===== config.mk =====
export PLATFORM = sky130hd
export DESIGN_NAME = timer_chain_ctrl
export DESIGN_NICKNAME = d
export VERILOG_FILES = /design/src/rtl/timer_chain_pkg.sv /design/src/rtl/timer_chain_ctrl_ls161.sv /design/src/rtl/timer_chain_ctrl.sv
export SDC_FILE = /design/constraint.sdc
export NUM_CORES = 1
export LEC_CHECK = 0
export ABC_AREA = 1
export CAP_MARGIN = 20
export CELL_PAD_IN_SITES_DETAIL_PLACEMENT = 1
export CELL_PAD_IN_SITES_GLOBAL_PLACEMENT = 1
export CORE_MARGIN = 2
export CORE_UTILIZATION = 30
export DETAILED_ROUTE_END_ITERATION = 6
export PLACE_DENSITY_LB_ADDON = 0.05
export SLEW_MARGIN = 20
export SYNTH_ARGS = -nofsm -noshare
export SYNTH_HDL_FRONTEND = slang
export SYNTH_HIERARCHICAL = 1
export SYNTH_SLANG_ARGS = --single-unit
export TNS_END_PERCENT = 30

===== constraint.sdc =====
create_clock -name clk -period 2.3 [get_ports clk]
set_clock_uncertainty 0.05 [all_clocks]
set_input_delay 0.46 -clock clk [delete_from_list [all_inputs] [get_ports clk]]
set_output_delay 0.46 -clock clk [all_outputs]
set_load 0.1 [all_outputs]

===== src/rtl/timer_chain_pkg.sv =====
// timer_chain_pkg: shared types and constants for the interval timer chain.
// Holds the controller state encoding and the width of one counter stage.
package timer_chain_pkg;

    localparam int STAGE_W = 4;

    typedef enum logic [1:0] {
        IDLE = 2'd0,
        LOAD = 2'd1,
        RUN  = 2'd2,
        DONE = 2'd3
    } state_t;

endpackage


===== src/rtl/timer_chain_ctrl_ls161.sv =====
// timer_chain_ctrl_ls161: model of the 4-bit presettable synchronous counter
// used as one stage of the timer chain. Asynchronous clear, synchronous
// load, counts when both enp and ent are high. rco is ent gated with the
// all-ones state so stages cascade without waiting for tick.
module timer_chain_ctrl_ls161
    import timer_chain_pkg::*;
(
    input  logic               clk,
    input  logic               n_clr,
    input  logic               n_load,
    input  logic               enp,
    input  logic               ent,
    input  logic [STAGE_W-1:0] d,
    output logic [STAGE_W-1:0] q,
    output logic               rco
);

    // Counter register: load has priority over counting, clear over both
    always_ff @(posedge clk or negedge n_clr) begin
        if (!n_clr) begin
            q <= '0;
        end else if (!n_load) begin
            q <= d;
        end else if (enp && ent) begin
            q <= q + 1'b1;
        end
    end

    assign rco = ent & (&q);

endmodule


===== src/rtl/timer_chain_ctrl.sv =====
// timer_chain_ctrl: programmable interval timer sequencing a cascade of
// NUM_STAGES 4-bit counters. The chain counts up from a shadowed preset to
// all-ones on each tick while running; the terminal event either reloads the
// preset (periodic) or parks the chain at all-ones (one-shot). A registered
// tc_pulse and a sticky irq flag report terminal events.
// Optional build macro TIMER_CHAIN_CAPTURE_EN adds a count snapshot register
// (cap_strobe in, cap_q out).
module timer_chain_ctrl
    import timer_chain_pkg::*;
#(
    parameter int NUM_STAGES = 3,
    localparam int W = STAGE_W * NUM_STAGES
)
(
    input  logic         clk,
    input  logic         n_clr,
    input  logic         tick,
    input  logic         cfg_wr,
    input  logic [W-1:0] cfg_preset,
    input  logic         cfg_periodic,
    input  logic         start,
    input  logic         stop,
    input  logic         irq_ack,
`ifdef TIMER_CHAIN_CAPTURE_EN
    input  logic         cap_strobe,
    output logic [W-1:0] cap_q,
`endif
    output logic [W-1:0] count,
    output logic         busy,
    output logic         tc_pulse,
    output logic         irq
);

    state_t          state;
    state_t          state_nxt;

    logic [W-1:0]    preset_q;
    logic            periodic_q;
    logic [W-1:0]    eff_preset;
    logic            eff_periodic;

    logic            run_en;
    logic            load_now;
    logic            term;
    logic            term_evt;
    logic            n_load;
    logic [W-1:0]    load_val;

    logic [NUM_STAGES-1:0] ent;
    logic [NUM_STAGES-1:0] rco;

    logic            tc_q;
    logic            irq_q;

    // A config write in the same cycle as a reload takes effect immediately,
    // so the reload path looks through the shadow registers to the inputs.
    assign eff_preset   = cfg_wr ? cfg_preset   : preset_q;
    assign eff_periodic = cfg_wr ? cfg_periodic : periodic_q;

    // The last stage's carry is the all-ones detect of the whole chain.
    assign term     = rco[NUM_STAGES-1];
    assign term_evt = tick & term;

    // Load on the LOAD cycle and on any terminal event. A one-shot terminal
    // reloads all-ones, which holds the chain instead of wrapping to zero.
    assign n_load   = ~(load_now | term_evt);
    assign load_val = (term_evt && !eff_periodic) ? {W{1'b1}} : eff_preset;

    // State register
    always_ff @(posedge clk or negedge n_clr) begin
        if (!n_clr) begin
            state <= IDLE;
        end else begin
            state <= state_nxt;
        end
    end

    // Next-state logic: stop beats start, start in RUN restarts via LOAD
    always_comb begin
        state_nxt = state;
        case (state)
            IDLE, DONE: begin
                if (start && !stop) begin
                    state_nxt = LOAD;
                end
            end
            LOAD: begin
                if (stop) begin
                    state_nxt = IDLE;
                end else begin
                    state_nxt = RUN;
                end
            end
            RUN: begin
                if (stop) begin
                    state_nxt = IDLE;
                end else if (start) begin
                    state_nxt = LOAD;
                end else if (term_evt && !eff_periodic) begin
                    state_nxt = DONE;
                end
            end
            default: state_nxt = IDLE;
        endcase
    end

    // Output decode: run enable is withheld on stop/start so the chain holds
    // and no terminal event can fire in a cycle that leaves RUN.
    always_comb begin
        busy     = 1'b0;
        run_en   = 1'b0;
        load_now = 1'b0;
        case (state)
            LOAD: begin
                busy     = 1'b1;
                load_now = !stop;
            end
            RUN: begin
                busy   = 1'b1;
                run_en = !stop && !start;
            end
            default: begin
                busy     = 1'b0;
                run_en   = 1'b0;
                load_now = 1'b0;
            end
        endcase
    end

    // Shadow configuration registers
    always_ff @(posedge clk or negedge n_clr) begin
        if (!n_clr) begin
            preset_q   <= '0;
            periodic_q <= 1'b0;
        end else if (cfg_wr) begin
            preset_q   <= cfg_preset;
            periodic_q <= cfg_periodic;
        end
    end

    // Terminal-count pulse and sticky interrupt; a terminal event beats ack
    always_ff @(posedge clk or negedge n_clr) begin
        if (!n_clr) begin
            tc_q  <= 1'b0;
            irq_q <= 1'b0;
        end else begin
            tc_q <= term_evt;
            if (term_evt) begin
                irq_q <= 1'b1;
            end else if (irq_ack) begin
                irq_q <= 1'b0;
            end
        end
    end

    assign tc_pulse = tc_q;
    assign irq      = irq_q;

    // Carry cascade: stage 0 is enabled by run_en, each later stage by the
    // carry of the one below; every stage sees tick on enp.
    assign ent[0] = run_en;

    genvar k;
    generate
        for (k = 0; k < NUM_STAGES; k++) begin : g_stage
            if (k > 0) begin : g_cascade
                assign ent[k] = rco[k-1];
            end
            timer_chain_ctrl_ls161 u_ls161 (
                .clk    (clk),
                .n_clr  (n_clr),
                .n_load (n_load),
                .enp    (tick),
                .ent    (ent[k]),
                .d      (load_val[k*STAGE_W +: STAGE_W]),
                .q      (count[k*STAGE_W +: STAGE_W]),
                .rco    (rco[k])
            );
        end
    endgenerate

`ifdef TIMER_CHAIN_CAPTURE_EN
    // Count snapshot; non-blocking sampling captures the pre-increment value
    always_ff @(posedge clk or negedge n_clr) begin
        if (!n_clr) begin
            cap_q <= '0;
        end else if (cap_strobe) begin
            cap_q <= count;
        end
    end
`endif

endmodule

==> impl_metrics.ini <==
[clocking]
clk_pin_slew_worst_paths_ns = 0.07
cts_tree = done
cts_inserted_buffers = 5
clockBufferDepth = 2
root_buffer = clkbuf_8
numClockSinks = 29
clkLatencyLatePin_ns = 0.29
htreeDepth = 2

[placement]
post-place-ws_ns = -0.4417
gp_congestion = 0.8056
hpwl_um = 3289
dpl_cell_area_mm2 = 0.002183
portBuffers = 34

[synth]
postSynthCellCount = 218
synth_edf_count = 0
synth_fp_nets = 243
ys.flop_type = dfrtp_1
synth_seq_cells = 29
yosys.cell_types.count = 19
synth_area_mm2 = 0.001658
postSynthAreaPerCell_um2 = 7.605
ys_warn_count = 6
synth_seq_area_share_pct = 43.77
async_flop_share_pct = 100.0

[run]
max-cap-violations = 0

[grt]
grt_pass1_vias = 1647
antenna_found_initial = 0
grt_usage_pct = 16.32
grt_first_pass_wirelength_um = 7797
grt_max_degree = 30
grt_overflow_total = 0

[cells_and_area]
num_antenna_cells = 0
area_delta_synth_final_pct = 44.53
nets = 300
fillers = 677
seq_area_um2 = 740.7
multi_input_area_um2 = 840.8
layout_common_cells = nand2_1 (69), buf_4 (32), inv_1 (26), dfrtp_1 (21), clkdlybuf4s50_1 (19)
drive_gt1_share_pct = 28.62
layout_commonest_cell = nand2_1
fin_area_mm2 = 0.002396
utilization_pct = 44.33

[drt]
wl_um = 4550
dr.pass1.iters = 4
drc = 0
via_count = 1596
first_iter_violations = 54
ant_nets = 0
routed_via_density = 4.586
wl_per_cell_um = 13.07

[pwr]
power.internal_w = 0.001645
p_leak_nw = 1.186
powerDensity_mw_per_mm2 = 1436
irDropWorstVdd_mv = 1.085
power.switching_w = 0.001796
seqPwrFrac_pct = 24.6
swShare_pct = 52.19
comb_power_share_pct = 56.3
pwr-share-clk_pct = 19.0

[critical_path]
worstPathMaxFanout = 6
critPathRequiredTime_ns = 2.43
reg2reg_slack_ns = 0.08
critical_path_arrival_ns = 2.37
worstSetupPathType = in -> reg
cp-start-kind = input port
crit_path_end_kind = register

[floorplan]
die_h_um = 78.34
coreArea_mm2 = 0.005405
dieWidth_um = 78.34
dieArea_mm2 = 0.006136
ios = 35
start_util_pct = 30.67
fp-row-count = 27

[min_path]
hp-class = reg -> reg

[sta]
maxSlewHeadroom_pct = 74.03
hold_viol_final = 0
rsz0062_at_grt = yes
worst_pin_slew_ns = 0.3896
period_share_pct = 97.38
final.setup.worst_slack_ns = 0.06024
setup_viol_count_final = 0
final_max_slew_viol_count = 0
post-route-min-period_ns = 2.240
timing.hold.ws_ns = 0.4310
tns_ns = 0
fmax_mhz = 446.5

[status]
status = completed
==> cells in the mapped netlist, types with 4 or more instances <==
cell type	instances	share of area, %
dfrtp_1	29	44
nand2_1	71	16
inv_2	7	1.6
o21ai_0	12	3.6
inv_1	29	6.6
o211ai_1	15	6.8
o21ai_1	6	1.8
nand2_2	4	1.5
ha_1	5	3.8
nor2_1	9	2.0
nand3_1	14	4.2
==> logic make-up after synthesis <==
| logic type | count (synthesis) | share of synthesized area, % |
|---|---|---|
| adders and majority gates | 5 | 3.774 |
| DFF | 29 | 43.77 |
| and+or+nand+nor | 109 | 29.89 |
| buffers and inverters | 40 | 9.736 |
| AOI/OAI and AO/OA | 35 | 12.83 |
==> worst paths after layout <==
path                             start                       to  depth (start not counted)
max reg2reg                   state[0]  g_stage[0].u_ls161/q[1]                         16
min reg2reg                preset_q[2]              preset_q[2]                          2
max                               stop  g_stage[0].u_ls161/q[1]                         16
min                        preset_q[2]              preset_q[2]                          2
min in group asynchronous        n_clr                 tc_pulse                          2
max in group asynchronous        n_clr  g_stage[0].u_ls161/q[1]                          2
==> repair_timing <==
item / CTS / global route
pin swaps: 1 / 17
resized for setup: 2 / 12
buffers inserted: 0 / 3
cloned: 1 / 1
hold buffers: 0 / 0
hold endpoints to repair: 0 / 0
endpoints found under the setup margin: 12 / 14
==> layout make-up <==
type	count	area share, %
clock buffer	5	2.872
clock inverter	3	2.715
inverter	36	5.849
multi-input combinational	151	35.09
sequential	29	30.91
tap	72	3.760
timing repair buffer	52	18.80
==> power groups by stage <==
stage	sequential, W	combinational (W)	clock, W
4_1_cts	0.000847	0.00194	0.000671
3_5_place_dp	0.000856	0.00192	0
3_3_place_gp	0.000855	0.00191	0
2_1_floorplan	0.00157	0.000657	0
6_report	0.000847	0.00194	0.000655
5_1_grt	0.000881	0.00209	0.000696
==> sequential cells by signal, indices dropped and copies added, names as in the netlist <==
register / count
g_stage.u_ls161/q: 12
tc_pulse: 1
state: 2
periodic_q: 1
preset_q: 12
irq: 1
==> critical path, stage by stage <==
cell             delay, ns
clkdlybuf4s50_1       0.43
inv_2                 0.07
nand3_2               0.09
inv_2                 0.07
nand2_2               0.05
nor2_2                0.12
nand2_1               0.07
nor2_2                0.13
nand2_1               0.08
nor2_2                0.12
nand2_2               0.08
clkinv_4              0.10
a21oi_2               0.08
or2_0                 0.26
o211ai_1              0.09
nand2_1               0.06
==> routing by layer <==
| layer | track usage (%) | vias to the layer above | routed length, um |
|---|---|---|---|
| met1 | 22.89 | 739 | 2293 |
| li1 | - | 822 | - |
| met5 | 0 | - | 0 |
| met4 | 5.789 | 0 | 73 |
| met2 | 24.14 | 28 | 1993 |
| met3 | 4.483 | 7 | 190 |
==> metrics by stage <==
stage,total power [W],std cells
floorplan,0.002224,218
global placement,0.002763,335
detailed placement,0.002774,335
CTS,0.003453,344
global route,0.003667,348
finish,0.003440,348
Power figures use the tool's default switching activity.
